**src/rtl/cache_arb_pkg.sv**
```systemverilog
// Shared types and defaults for the I/D-cache memory-port arbiter.
package cache_arb_pkg;

  localparam int ARB_ADDR_W = 28;
  localparam int ARB_DATA_W = 128;

  typedef logic [1:0] arb_state_t;

  localparam arb_state_t ST_IDLE  = 2'd0;
  localparam arb_state_t ST_GNT_I = 2'd1;
  localparam arb_state_t ST_GNT_D = 2'd2;
  localparam arb_state_t ST_DONE  = 2'd3;

  typedef enum logic {
    OWN_I = 1'b0,
    OWN_D = 1'b1
  } arb_owner_t;

endpackage

```
**src/rtl/arb_pick.sv**
```systemverilog
// Combinational winner select between the masked I and D requests.
// ARB_ROUND_ROBIN_EN selects round-robin ties; otherwise the D-cache wins ties.
module arb_pick
  import cache_arb_pkg::*;
(
  input  logic req_i,
  input  logic req_d,
`ifdef ARB_ROUND_ROBIN_EN
  input  logic last_owner,
`endif
  output logic gnt_valid,
  output logic gnt_owner
);

  always_comb begin
    gnt_valid = req_i | req_d;
    gnt_owner = OWN_D;
    if (req_i && req_d) begin
`ifdef ARB_ROUND_ROBIN_EN
      gnt_owner = (last_owner == OWN_D) ? OWN_I : OWN_D;
`else
      gnt_owner = OWN_D;
`endif
    end else if (req_i) begin
      gnt_owner = OWN_I;
    end
  end

endmodule

```
**src/rtl/cache_mem_arbiter.sv**
```systemverilog
// Shares the off-chip memory port between the I-cache and D-cache, one grant at a time.
// Build option: ARB_ROUND_ROBIN_EN selects round-robin tie-breaking (default fixed D priority).
//
// state  | meaning
// IDLE   | evaluate masked requests, register winner into mem_*
// GNT_I  | I-cache owns the port, wait for mem_ready
// GNT_D  | D-cache owns the port, wait for mem_ready
// DONE   | owner's ready pulse is high, rdata valid
module cache_mem_arbiter
  import cache_arb_pkg::*;
#(
  parameter int ADDR_W = ARB_ADDR_W,
  parameter int DATA_W = ARB_DATA_W
) (
  input  logic              clk,
  input  logic              rst_n,
  input  logic              ic_read,
  input  logic [ADDR_W-1:0] ic_addr,
  output logic [DATA_W-1:0] ic_rdata,
  output logic              ic_ready,
  input  logic              dc_read,
  input  logic              dc_write,
  input  logic [ADDR_W-1:0] dc_addr,
  input  logic [DATA_W-1:0] dc_wdata,
  output logic [DATA_W-1:0] dc_rdata,
  output logic              dc_ready,
  output logic              mem_read,
  output logic              mem_write,
  output logic [ADDR_W-1:0] mem_addr,
  output logic [DATA_W-1:0] mem_wdata,
  input  logic [DATA_W-1:0] mem_rdata,
  input  logic              mem_ready
);

  arb_state_t state;
  logic       owner;
  logic       mask_v;
  logic       mask_owner;
  logic       req_i;
  logic       req_d;
  logic       gnt_valid;
  logic       gnt_owner;
`ifdef ARB_ROUND_ROBIN_EN
  logic       last_owner;
`endif

  // The served requester is ignored for one IDLE cycle so its late de-assertion
  // cannot win a second grant.
  assign req_i = ic_read & ~(mask_v & (mask_owner == OWN_I));
  assign req_d = (dc_read | dc_write) & ~(mask_v & (mask_owner == OWN_D));

  arb_pick u_pick (
    .req_i      (req_i),
    .req_d      (req_d),
`ifdef ARB_ROUND_ROBIN_EN
    .last_owner (last_owner),
`endif
    .gnt_valid  (gnt_valid),
    .gnt_owner  (gnt_owner)
  );

  always_ff @(posedge clk) begin
    if (!rst_n) begin
      state      <= ST_IDLE;
      owner      <= OWN_D;
      mask_v     <= 1'b0;
      mask_owner <= OWN_D;
      mem_read   <= 1'b0;
      mem_write  <= 1'b0;
      mem_addr   <= '0;
      mem_wdata  <= '0;
      ic_rdata   <= '0;
      dc_rdata   <= '0;
      ic_ready   <= 1'b0;
      dc_ready   <= 1'b0;
`ifdef ARB_ROUND_ROBIN_EN
      last_owner <= OWN_D;
`endif
    end else begin
      ic_ready <= 1'b0;
      dc_ready <= 1'b0;
      case (state)
        ST_IDLE: begin
          mask_v <= 1'b0;
          if (gnt_valid) begin
            owner <= gnt_owner;
`ifdef ARB_ROUND_ROBIN_EN
            last_owner <= gnt_owner;
`endif
            if (gnt_owner == OWN_D) begin
              state     <= ST_GNT_D;
              mem_addr  <= dc_addr;
              mem_wdata <= dc_wdata;
              // a write-back wins over a simultaneous (illegal) read
              mem_write <= dc_write;
              mem_read  <= ~dc_write;
            end else begin
              state     <= ST_GNT_I;
              mem_addr  <= ic_addr;
              mem_read  <= 1'b1;
              mem_write <= 1'b0;
            end
          end
        end
        ST_GNT_I, ST_GNT_D: begin
          if (mem_ready) begin
            if (mem_read) begin
              if (owner == OWN_D) dc_rdata <= mem_rdata;
              else                ic_rdata <= mem_rdata;
            end
            if (owner == OWN_D) dc_ready <= 1'b1;
            else                ic_ready <= 1'b1;
            mem_read  <= 1'b0;
            mem_write <= 1'b0;
            state     <= ST_DONE;
          end
        end
        ST_DONE: begin
          mask_v     <= 1'b1;
          mask_owner <= owner;
          state      <= ST_IDLE;
        end
        default: state <= ST_IDLE;
      endcase
    end
  end

`ifndef SYNTHESIS
  a_dc_rw_exclusive : assert property (@(posedge clk) disable iff (!rst_n)
    !(dc_read && dc_write));
`endif

endmodule

```
**config.mk**
```make
export PLATFORM = sky130hd
export DESIGN_NAME = cache_mem_arbiter
export DESIGN_NICKNAME = d
export VERILOG_FILES = /design/src/rtl/cache_arb_pkg.sv /design/src/rtl/arb_pick.sv /design/src/rtl/cache_mem_arbiter.sv
export SDC_FILE = /design/constraint.sdc
export NUM_CORES = 1
export LEC_CHECK = 0
export CAP_MARGIN = 20
export CELL_PAD_IN_SITES_DETAIL_PLACEMENT = 1
export CELL_PAD_IN_SITES_GLOBAL_PLACEMENT = 1
export CORE_AREA = 2 2 282 284
export DETAILED_ROUTE_END_ITERATION = 8
export DIE_AREA = 0 0 284 286
export GPL_TIMING_DRIVEN = 0
export PLACE_DENSITY = 0.67
export SYNTH_ARGS = -nofsm -noshare
export SYNTH_HDL_FRONTEND = slang
export SYNTH_SLANG_ARGS = --single-unit
```
**constraint.sdc**
```tcl
create_clock -name clk -period 2.5 [get_ports clk]
set_clock_uncertainty 0.2 [all_clocks]
set_input_delay 0.5 -clock clk [delete_from_list [all_inputs] [get_ports clk]]
set_output_delay 0.5 -clock clk [all_outputs]
set_load 0.05 [all_outputs]
```
==> implementation parameters <==
Parameter                              Value

Status
  Run status ... completed

STA
  Smallest hold slack ... 0.249 ns
  Final critical-path share of the clock period ... 97.8%
  Relative max-transition margin ... 31.8%
  Slew Viols, Final ... 0
  Final Critical Period ... 2.44 ns
  Transition time of the tightest slew-check pin ... 1.02 ns
  Fin. Hold Viols ... 0
  Setup slack after layout ... 0.0561 ns
  Fmax ... 409 MHz
  # setup viols final ... 0

Pwr
  Cell area power density ... 898 mW/mm^2
  Static leakage ... 11.9 nW
  Relative contribution of the clock network to total power ... 32.0%
  Internal power summed over all cells ... 14.4 mW
  Total power after layout ... 23.5 mW
  Switching power share of the total ... 38.7%
  Net Sw Power ... 9.10 mW
  Relative contribution of sequential cells to total power ... 34.0%
  Comb pwr share ... 33.9%
  Maximum vdd ir drop ... 518 uV

Cells and area
  Total Nets Final ... 2991
  Final non-filler cell area ... 0.0262 mm^2
  Area growth from synthesis to layout ... 65.8%
  Layout cell share with drive strength beyond 1 ... 6.91%

Global route
  Combined global-route utilization of all metal layers ... 17.9%
  Met2 track utilization from global routing ... 30.8%
  Number of global-route vias before repair ... 16.2k
  Pin count of the biggest net entering global routing ... 14
  Number of antenna violations at the first check in global routing ... 10
  Grt peak-use layer ... met2
  M1 GR Usage ... 21.3%
  Global route overflow ... 0
  Met3 Use GR ... 5.30%
  First-pass GRT wire length ... 109 mm

Yosys
  Ranking of synthesized cells by instance count ... 832 x sky130_fd_sc_hd__nand2_1, 421 x sky130_fd_sc_hd__dfxtp_1, 244 x sky130_fd_sc_hd__a21boi_0
  Most repeated cell in the gate-level netlist after synthesis ... sky130_fd_sc_hd__nand2_1
  Post-synth EDFFs ... 0
  Sequential-to-total area share from yosys stat ... 53.4%
  Count of distinct cell types in the synthesized netlist ... 33
  Count of yosys warnings during synthesis ... 0
  Fraction of registers with async set/reset ... 0%
  Synth Net Count ... 2205
  Post-Synthesis Cells ... 1885
  Fraction of synthesized cell area taken by the top area cell type ... 53.4%
  Cell type contributing the most total cell area after synthesis ... sky130_fd_sc_hd__dfxtp_1
  Top_reg_cell synth ... sky130_fd_sc_hd__dfxtp_1
  Top post-synthesis cells by area ... sky130_fd_sc_hd__dfxtp_1 53%, sky130_fd_sc_hd__nand2_1 20%, sky130_fd_sc_hd__a21boi_0 12%, sky130_fd_sc_hd__a21boi_1 6.7%, sky130_fd_sc_hd__buf_2 2.3%
  Post-synthesis register bit count ... 421
  Synthesized area per cell ... 8.37 um^2
  Cell area after synthesis ... 0.0158 mm^2

Clocking
  Clock root buffer master ... sky130_fd_sc_hd__clkbuf_16
  Total number of H-tree levels ... 2
  # clock sinks ... 421
  Maximum buffer depth of the clock tree ... 3
  Clock-pin slew of the registers on the worst-case setup and hold paths ... 0.06 ns
  Clock tree from TritonCTS ... done
  Number of buffers created by CTS ... 50
  Clock latency on the worst-skew pair ... 0.59 ns

Setup path
  Type of the setup path with the least slack ... register to output port
  Gate family responsible for the most delay along the worst path ... buffers and inverters
  Startpoint type of the worst setup path ... register
  Setup crit end kind ... output port
  Number of buffer and inverter stages on the critical path ... 1
  Critical path data required time ... 1.80 ns
  Master of the slowest instance on the critical path ... sky130_fd_sc_hd__clkdlybuf4s50_1
  Largest stage delay on the critical path ... 0.81 ns
  Biggest fanout along the worst timing path ... 2
  Cell Chain, Critical Path ... clkdlybuf4s50_1
  Arrival time at the worst endpoint ... 1.74 ns

Route
  Starting DRT DRC Count ... 518
  Post-DR wirelength/cell ... 20.1 um
  Remaining antenna violation count after routing ... 0
  WL final ... 75.8 mm
  Detailed-router iteration count before antenna repair ... 4
  Drc violations ... 0
  Vias ... 15.7k
  Number of vias per cell after detailed routing ... 4.16

Floorplan
  IO Pins ... 734
  Effective utilization at floorplan ... 20.1%
  Core region area ... 0.0784 mm^2
  X dimension of the die ... 284 um
  Area enclosed by the die boundary ... 0.0812 mm^2
  Row Count ... 103
  Height of the die ... 286 um

Placement
  GPL Wtd Cong ... 0.849
  Placement-stage worst setup slack ... -0.646 ns
  Dpl cell area ... 0.0244 mm^2
  Port-buffer cells ... 732
  HPWL reported at the end of detailed placement ... 60.0 mm

Hold path
  Worst hold path class ... register to register

Job
  # Max-Cap Violations ... 0
-- per-layer routing --
layer / wire length, um / vias to the layer above
met4: 2360 / 2
met1: 31500 / 7432
met3: 5270 / 109
li1: - / 7705
met5: 13 / -
met2: 36700 / 448
-- flip-flops by register name, indices dropped and copies added (netlist names) --
signal and cells:
mem_wdata 128, dc_rdata 128, ic_ready 1, state 2, ic_rdata 128, mask_v 1, mem_write 1, dc_ready 1
mask_owner 1, mem_read 1, owner 1, mem_addr 28
-- final cells by class --
type                       count  area, um^2
fill                        9313       52200
sequential                   421        8430
timing repair buffer         734        7290
multi-input combinational   1315        6660
clock buffer                  74        1490
tap                         1050        1310
buffer                       145         778
clock inverter                15         176
antenna                       12        30.0
inverter                       4        15.0
-- kinds of logic (layout without fill, tap and decap cells) --
group	count (synthesis)	in the layout	synth area share [%]
muxes	5	5	0.317
buffers and inverters	149	972	4.53
adders and majority gates	2	2	0.159
DFF	421	421	53.4
other	0	12	0
AOI/OAI and AO/OA	453	453	20.8
and+or+nand+nor	855	855	20.8
-- power by group through the flow --
stage	Clock (mW)	Combinational, mW	Sequential, mW
2_1_floorplan	0	2.23	10.8
3_3_place_gp	0	8.31	8.13
3_5_place_dp	0	8.31	8.16
4_1_cts	7.80	8.08	8.00
5_1_grt	8.08	8.49	8.09
6_report	7.53	7.97	8.00
-- timing repair --
| action | CTS | global route |
|---|---|---|
| cloned | 0 | 0 |
| hold buffers | 0 | 0 |
| pin swaps | 1 | 1 |
| gates resized for setup | 261 | 123 |
| buffers inserted | 1 | 0 |
| endpoints found under the setup margin | 407 | 263 |
-- placed cells by master, fill, tap and decap left out, types with 2 or more instances in the layout --
cell	netlist	final
sky130_fd_sc_hd__buf_2	73	57
sky130_fd_sc_hd__a21boi_0	244	244
sky130_fd_sc_hd__a21boi_1	140	140
sky130_fd_sc_hd__dlygate4sd2_1	0	245
sky130_fd_sc_hd__clkinv_2	0	7
sky130_fd_sc_hd__nand3_1	4	3
sky130_fd_sc_hd__clkbuf_4	0	12
sky130_fd_sc_hd__nor2b_1	3	3
sky130_fd_sc_hd__clkbuf_16	0	50
sky130_fd_sc_hd__buf_6	4	7
sky130_fd_sc_hd__clkbuf_1	59	56
sky130_fd_sc_hd__o21ai_1	13	13
sky130_fd_sc_hd__inv_1	4	4
sky130_fd_sc_hd__clkbuf_8	0	15
sky130_fd_sc_hd__inv_6	0	3
sky130_fd_sc_hd__dlymetal6s2s_1	0	92
sky130_fd_sc_hd__nor4b_2	2	2
sky130_fd_sc_hd__nand2b_1	2	2
sky130_fd_sc_hd__clkbuf_2	0	10
sky130_fd_sc_hd__buf_8	0	2
sky130_fd_sc_hd__a21oi_1	3	3
sky130_fd_sc_hd__mux2i_1	5	5
sky130_fd_sc_hd__ha_1	2	2
sky130_fd_sc_hd__nand2_1	832	832
sky130_fd_sc_hd__o211ai_1	2	2
sky130_fd_sc_hd__buf_4	9	11
sky130_fd_sc_hd__clkdlybuf4s50_1	0	395
sky130_fd_sc_hd__bufinv_16	0	3
sky130_fd_sc_hd__nor2_1	4	2
sky130_fd_sc_hd__diode_2	0	12
sky130_fd_sc_hd__a31oi_1	29	29
sky130_fd_sc_hd__dfxtp_1	421	421
sky130_fd_sc_hd__o21ai_0	18	18
-- per-stage QoR --
stage               setup TNS (ns)  util [%]  instances
finish                           0      33.4       3770
global route             -0.000806      33.4       3763
CTS                              0      33.0       3758
detailed placement          -91.50      31.2       3668
global placement            -94.85      31.2       3667
floorplan                        0         -       1885
-- path summary, 6_finish.rpt --
check                                     from              to  slack (ns)  cells past startpoint
worst max-delay path               ic_rdata[8]     ic_rdata[8]        0.06                      1
worst min-delay path            mem_wdata[108]  mem_wdata[108]        0.25                      2
worst max register to register        state[0]    dc_rdata[54]        0.14                      9
worst min register to register  mem_wdata[108]  mem_wdata[108]        0.25                      2
-- worst reg2reg max path: stages (launching register included) --
cell and delay, ns:
sky130_fd_sc_hd__dfxtp_1 0.37, sky130_fd_sc_hd__inv_1 0.06, sky130_fd_sc_hd__ha_1 0.27, sky130_fd_sc_hd__buf_2 0.21, sky130_fd_sc_hd__nand3_2 0.15, sky130_fd_sc_hd__nor2_4 0.29
sky130_fd_sc_hd__buf_8 0.22, sky130_fd_sc_hd__clkbuf_4 0.25, sky130_fd_sc_hd__nand2_1 0.09, sky130_fd_sc_hd__a21boi_0 0.18
Note: power is estimated with default switching activity, not from simulation.
